## src/rtl/pc_sequencer.sv

```systemverilog
// pc_sequencer: owns the PC and runs a fetch / wait-response / execute / update loop per instruction.
// Latency: at least 4 cycles per instruction (handshake, response, exec_done, update); new pc appears in the next FETCH.
// Backpressure: FETCH holds req_valid/req_addr until req_ready; WAIT_RESP and EXEC stall until resp_valid / exec_done.
// Optional feature: define PC_SEQ_MISALIGN_TRAP_EN to trap on targets with next_pc[1:0] != 0 instead of masking them.
module pc_sequencer #(
  parameter int               WIDTH     = 32,
  parameter logic [WIDTH-1:0] RST_VALUE = 32'h80000000
) (
  input  logic             clk,
  input  logic             rst,
  output logic             req_valid,
  output logic [WIDTH-1:0] req_addr,
  input  logic             req_ready,
  input  logic             resp_valid,
  input  logic [31:0]      resp_inst,
  output logic [31:0]      inst,
  output logic             inst_valid,
  input  logic             exec_done,
  input  logic [1:0]       jump_type,
  input  logic             branch_taken,
  input  logic [WIDTH-1:0] rs1Data,
  input  logic [WIDTH-1:0] imm,
  output logic [WIDTH-1:0] pc,
  output logic [WIDTH-1:0] instret,
  output logic             trap,
  output logic [WIDTH-1:0] trap_addr
);

  localparam logic [1:0] JT_SEQ  = 2'b00;
  localparam logic [1:0] JT_JAL  = 2'b01;
  localparam logic [1:0] JT_JALR = 2'b10;

`ifdef PC_SEQ_MISALIGN_TRAP_EN
  typedef enum logic [2:0] {FETCH, WAIT_RESP, EXEC, UPDATE, TRAP} state_t;
`else
  typedef enum logic [1:0] {FETCH, WAIT_RESP, EXEC, UPDATE} state_t;
`endif

  state_t           state, state_next;
  logic [1:0]       jt_q;
  logic             bt_q;
  logic [WIDTH-1:0] rs1_q, imm_q;
  logic [WIDTH-1:0] target;
  logic [WIDTH-1:0] next_pc;
  logic             commit;

  assign req_addr   = pc;
  assign inst_valid = (state == EXEC);

  // Raw jump target from the feedback captured at exec_done.
  always_comb begin
    target = pc + WIDTH'(4);
    case (jt_q)
      JT_SEQ:  target = pc + WIDTH'(4);
      JT_JAL:  target = pc + imm_q;
      JT_JALR: target = (rs1_q + imm_q) & ~WIDTH'(1);
      default: target = bt_q ? (pc + imm_q) : (pc + WIDTH'(4));
    endcase
  end

`ifdef PC_SEQ_MISALIGN_TRAP_EN
  logic misalign;
  logic trap_q;
  logic [WIDTH-1:0] trap_addr_q;

  assign misalign  = (target[1:0] != 2'b00);
  assign next_pc   = target;
  assign commit    = (state == UPDATE) && !misalign;
  assign trap      = trap_q;
  assign trap_addr = trap_addr_q;

  // Sticky trap record: set when an update would land on a misaligned target, cleared only by reset.
  always_ff @(posedge clk) begin
    if (rst) begin
      trap_q      <= 1'b0;
      trap_addr_q <= '0;
    end else if (state == UPDATE && misalign) begin
      trap_q      <= 1'b1;
      trap_addr_q <= target;
    end
  end
`else
  // Without trapping, the low two target bits are simply dropped.
  assign next_pc   = target & ~WIDTH'(3);
  assign commit    = (state == UPDATE);
  assign trap      = 1'b0;
  assign trap_addr = '0;
`endif

  // Next-state decode; req_valid is a register so it can be low in the cycle following reset.
  always_comb begin
    state_next = state;
    case (state)
      FETCH:     if (req_valid && req_ready) state_next = WAIT_RESP;
      WAIT_RESP: if (resp_valid) state_next = EXEC;
      EXEC:      if (exec_done) state_next = UPDATE;
`ifdef PC_SEQ_MISALIGN_TRAP_EN
      UPDATE:    state_next = misalign ? TRAP : FETCH;
      TRAP:      state_next = TRAP;
`else
      UPDATE:    state_next = FETCH;
`endif
      default:   state_next = FETCH;
    endcase
  end

  // State register plus registered request-valid derived from the next state.
  always_ff @(posedge clk) begin
    if (rst) begin
      state     <= FETCH;
      req_valid <= 1'b0;
    end else begin
      state     <= state_next;
      req_valid <= (state_next == FETCH);
    end
  end

  // Datapath: latch the instruction, capture execute feedback, commit pc/instret in UPDATE.
  always_ff @(posedge clk) begin
    if (rst) begin
      inst    <= '0;
      pc      <= RST_VALUE;
      instret <= '0;
      jt_q    <= JT_SEQ;
      bt_q    <= 1'b0;
      rs1_q   <= '0;
      imm_q   <= '0;
    end else begin
      if (state == WAIT_RESP && resp_valid) begin
        inst <= resp_inst;
      end
      if (state == EXEC && exec_done) begin
        jt_q  <= jump_type;
        bt_q  <= branch_taken;
        rs1_q <= rs1Data;
        imm_q <= imm;
      end
      if (commit) begin
        pc      <= next_pc;
        instret <= instret + WIDTH'(1);
      end
    end
  end

endmodule

```

## config.mk

```make
export PLATFORM = sky130hd
export DESIGN_NAME = pc_sequencer
export DESIGN_NICKNAME = d
export VERILOG_FILES = /design/src/rtl/pc_sequencer.sv
export SDC_FILE = /design/constraint.sdc
export NUM_CORES = 1
export LEC_CHECK = 0
export BUFFER_PORTS_ARGS = -buffer_cell sky130_fd_sc_hd__clkbuf_2
export CORE_ASPECT_RATIO = 0.75
export CORE_MARGIN = 1
export CORE_UTILIZATION = 55
export CTS_CLUSTER_DIAMETER = 50
export CTS_CLUSTER_SIZE = 30
export DETAILED_ROUTE_END_ITERATION = 8
export PLACE_DENSITY = 0.82
export SLEW_MARGIN = 0
export SYNTH_ARGS = -nofsm -noshare
export SYNTH_HDL_FRONTEND = slang
export SYNTH_SLANG_ARGS = --single-unit
```

## constraint.sdc

```tcl
create_clock -name clk -period 3.3 [get_ports clk]
set_input_delay 0.33 -clock clk [delete_from_list [all_inputs] [get_ports clk]]
set_output_delay 0.33 -clock clk [all_outputs]
set_load 0.02 [all_outputs]
```

# Word level (Yosys, flattened, before mapping)
# Cells that the tools add are included.
# totals
regBits	164
in_bits	104
output_inout_bits	163
# op_classes
n_addsub	4
n_eq_ne	5
mux	6
n_reduce_logical	6
# ops
op	count
case mux 32 bit (3 select lines)	1
adder 32 bit	2
adder 32 x 1 -> 32 bit, second input constant	1
adder 32 x 3 -> 32 bit, second input constant	1
2-to-1 mux 32 bit	1
case mux 2 bit (4 select lines)	1
equality test 2 bit, second input constant	3
zero test 2 bit	3
2-to-1 mux 2 bit	3
equality test 2 x 1 -> 1 bit, second input constant	2
logical AND 1 bit	3

# Logic depth before layout (Yosys ltp)
# depth
word_depth	4
ltp_mapped	12

# Least setup slack after synthesis
# Ideal clock, no wire load.
# synth_timing
path_type	reg-to-reg
startpoint	reg pc[2]
endpoint	reg pc[28]
setup_ps	115
arrival_ps	2775
slack_ps	411
stages_incl_launch_ff	13
path_buffers	0
path_cell_list	dfxtp_1 -> ha_1 -> inv_1 -> fa_1 -> nand2b_1 -> a21o_1 -> a21oi_1 -> a31oi_1 -> o31ai_2 -> a41oi_1 -> xor2_1 -> o221ai_1 -> o21a_1
# synth_between
elab_chain_cells	3
elab_cells_between_ends	4
classes_between	add/sub (2); mux (2)
# synth_rtl
element	line	rtl
start, declared	23	output logic [WIDTH-1:0] pc,
start signal, assigned	139	pc <= next_pc;
adder 32 x 3 -> 32 bit / adder 32 bit (equally long branches)	54, 57, 55	
2-to-1 mux 32 bit	57	default: target = bt_q ? (pc + imm_q) : (pc + WIDTH'(4));
case mux 32 bit (3 select lines) *	53	case (jt_q)
# Mark *: on every way between the ends. The rest lies on a longest branch, timed or not.
# A chain may end at the register's enable or synchronous reset.

# Worst setup path in the final report
# layout_timing
startpoint	reg imm_q[2]
endpoint	reg pc[28]
# layout_between
elab_chain_cells	3
elab_cells_between_ends	4
classes_between	add/sub (2); mux (2)
# layout_rtl
element	line	rtl
start, declared	42	logic [WIDTH-1:0] rs1_q, imm_q;
start signal, assigned	136	imm_q <= imm;
adder 32 bit	55, 57	
2-to-1 mux 32 bit	57	
case mux 32 bit (3 select lines) *	53	
# Marked as above.

==> results.sh <==
export IMPL_gr_total_overflow=0
export IMPL_clk_latency_ps=440
export IMPL_status="completed"
export IMPL_yosysWarningCount=0
export IMPL_finalCriticalPeriod_ps=3050
export IMPL_fmax_mhz=328
export IMPL_cts_made_buffers=17
export IMPL_synthSimpleGateAreaFrac_pct=22.2
export IMPL_synth_top_family_by_area="compound AO/OA/AOI/OAI gates"
export IMPL_h_tree_depth=4
export IMPL_gp_congestion=1.01
export IMPL_layout_nets=1766
export IMPL_cts_tree="done"
export IMPL_ys_ff_latch=164
export IMPL_first_global_vias=9757
export IMPL_drive_above_1_share_pct=19.3
export IMPL_cts_repair_resized=0
export IMPL_setup_worst_path_start_class="flip-flop"
export IMPL_pin_count=267
export IMPL_synth_area_leaders="dfxtp_1, nand2_1, a21oi_1, ha_1, buf_4"
export IMPL_synthMuxAreaShare_pct=0.753
export IMPL_route_vias_total=10800
export IMPL_design_core_area_um2=18900
export IMPL_crit_required_ps=3630
export IMPL_finalWirelength_um=33200
export IMPL_async_reset_ff_share_pct=0
export IMPL_syn_avg_cell_area_um2=7.53
export IMPL_drtPass1Iterations=5
export IMPL_synth_commonest_cells="nand2_1, a21oi_1, dfxtp_1, nor2_1, buf_4"
export IMPL_finalSetupViolCount=0
export IMPL_synth_compound_area_share_pct=23.4
export IMPL_n_antenna_cell=0
export IMPL_synthCells=1435
export IMPL_clk_path_buf_depth=2
export IMPL_cp_arrival_ps=3370
export IMPL_drt_iter0_markers=1093
export IMPL_hold_slack_ps=97.8
export IMPL_syn2layout_area_growth_pct=14.7
export IMPL_cts_setup_buffers=0
export IMPL_synth_edff_count=0
export IMPL_slew_violations=0
export IMPL_rows=43
export IMPL_critPathKind="flip-flop to flip-flop"
export IMPL_grt_max_degree=68
export IMPL_antenna_found_initial=0
export IMPL_vdd_drop_max_v=0.000291
export IMPL_finalHoldViolCount=0
export IMPL_cts_sinks=164
export IMPL_drc=0
export IMPL_netlist_area_um2=10800
export IMPL_slew_limit_headroom_pct=49.6
export IMPL_power_density_nw_per_um2=357
export IMPL_min_path_type="input pin to flip-flop"
export IMPL_clockRootBuffer="clkbuf_16"
export IMPL_end_kind="flip-flop"
export IMPL_crit_fanout=3
export IMPL_grtUsageTotal_pct=33.2
export IMPL_setup_tns_ps=0
export IMPL_clkTransAtPathRegs_ps=80
export IMPL_portBuffers=229
export IMPL_via_per_inst=5.82
export IMPL_synth_xor_area_share_pct=7.86
export IMPL_cts_hold_buf=0
export IMPL_fin_skew_ps=17.1
export IMPL_leakage_nw=5.36
export IMPL_initial_utilization_pct=57.2
export IMPL_wire_per_inst_um=17.9
export IMPL_hpwl_um=25300
export IMPL_die_h_um=123
export IMPL_seq_area_frac_synth_pct=30.4
export IMPL_worst_slew_pin_slew_ps=756
export IMPL_finalCritPeriodShare_pct=92.3
export IMPL_yosysUniqueCellTypes=79
export IMPL_maxCapViolations=0
export IMPL_synthAdderAreaFrac_pct=7.25
export IMPL_nFillCells=1674
export IMPL_rsz0062_at_grt="no"
export IMPL_yosysMostFrequentCell="nand2_1"
export IMPL_synth_flop_cell="dfxtp_1"
export IMPL_dieArea_um2=20200
export IMPL_die_width_um=164
export IMPL_ant_nets=0
export IMPL_synth_top_cell_area_share_pct=30.4
export IMPL_grt_pass1_wl_um=51500
export IMPL_yosysTopAreaCell="dfxtp_1"
metrics by stage:
stage / instance area [µm²] / util [%] / setup WS [ps] / power (mW) / cells
final: 12400 / 65.6 / 255 / 4.42 / 1860
after global routing: 12400 / 65.6 / 28.5 / 4.58 / 1860
after CTS: 12400 / 65.6 / 280 / 4.44 / 1860
after detailed placement: 11800 / 62.5 / 324 / 2.46 / 1828
after global placement: 11800 / 62.5 / 402 / 2.45 / 1828
after floorplan: 10900 / - / 411 / 2.35 / 1471
state kept, by name, indices dropped and copies added (netlist names):
register and count:
rs1_q 32, bt_q 1, state 2, jt_q 2, instret 32, pc 30, req_valid 1, inst 32
imm_q 32
path summary, 6_finish.rpt:
check / slack [ps] / start / to / cells past startpoint
max: 250 / imm_q[2] / pc[28] / 12
min: 100 / resp_inst[10] / inst[10] / 3
max reg2reg: 250 / imm_q[2] / pc[28] / 12
min reg2reg: 450 / inst[4] / inst[4] / 2
area by class of cell:
| cell class | count | area [µm²] | area share, % |
|---|---|---|---|
| Timing Repair Buffer | 254 | 1340 | 10.8 |
| Clock buffer | 18 | 439 | 3.54 |
| Clock inverter | 14 | 159 | 1.28 |
| Multi-Input combinational cell | 1140 | 6780 | 54.7 |
| Sequential cell | 164 | 3280 | 26.5 |
| Inverter | 23 | 86.3 | 0.697 |
| Tap cell | 247 | 309 | 2.49 |
where the power goes:
part	switching [mW]	internal, mW	leakage, nW
logic	0.252	0.126	3.75
clock network	0.968	1.04	0.289
registers	0.0322	2.01	1.32
per-layer routing:
| metal | share of wire [%] | up-vias | global-route usage (%) |
|---|---|---|---|
| li1 | - | 5260 | - |
| met1 | 47 | 5019 | 48.1 |
| met2 | 39 | 527 | 45.4 |
| met3 | 13 | 21 | 13.4 |
| met4 | 0.84 | 0 | 6.71 |
| met5 | 0 | - | 0 |
kinds of logic after synthesis:
group	after synthesis
DFF	164
xor gates and xnor gates	97
AOI/OAI and AO/OA	397
other	1
muxes	8
buffers and inverters	167
adders and majority gates	62
and+or+nand+nor	539
placed cells by master (no fill, tap or decap), types with 9 or more instances in the layout:
cell       netlist  routed
or3_1           15      15
conb_1           1      37
a211oi_1        15      15
o221ai_1        13      13
nand3_1         31      31
and2_1          10       9
dfxtp_1        164     164
a31oi_1          9       9
xor2_1          54      54
xnor2_1         43      43
nand4_1         23      23
o21ai_0         48      48
nand2_1        277     276
clkbuf_16        0      17
nor2_1         114     113
inv_1           22      22
nor2b_1          9       9
ha_1            61      61
clkbuf_2         0     228
and3_1          15      15
buf_4           67      26
a21oi_1        181     181
a21o_1          35      35
nor3_1          15      15
worst max-delay path, stage by stage, from the launching register on:
cell      delay, ps
dfxtp_1         390
ha_1            210
inv_1            60
fa_1            390
nand2b_1        180
a21o_1          170
a21oi_1         290
a31oi_1         190
o31ai_2         370
a41oi_1         210
xor2_1          170
o221ai_1        130
o21a_1          180
(Power assumes the default switching activity.)
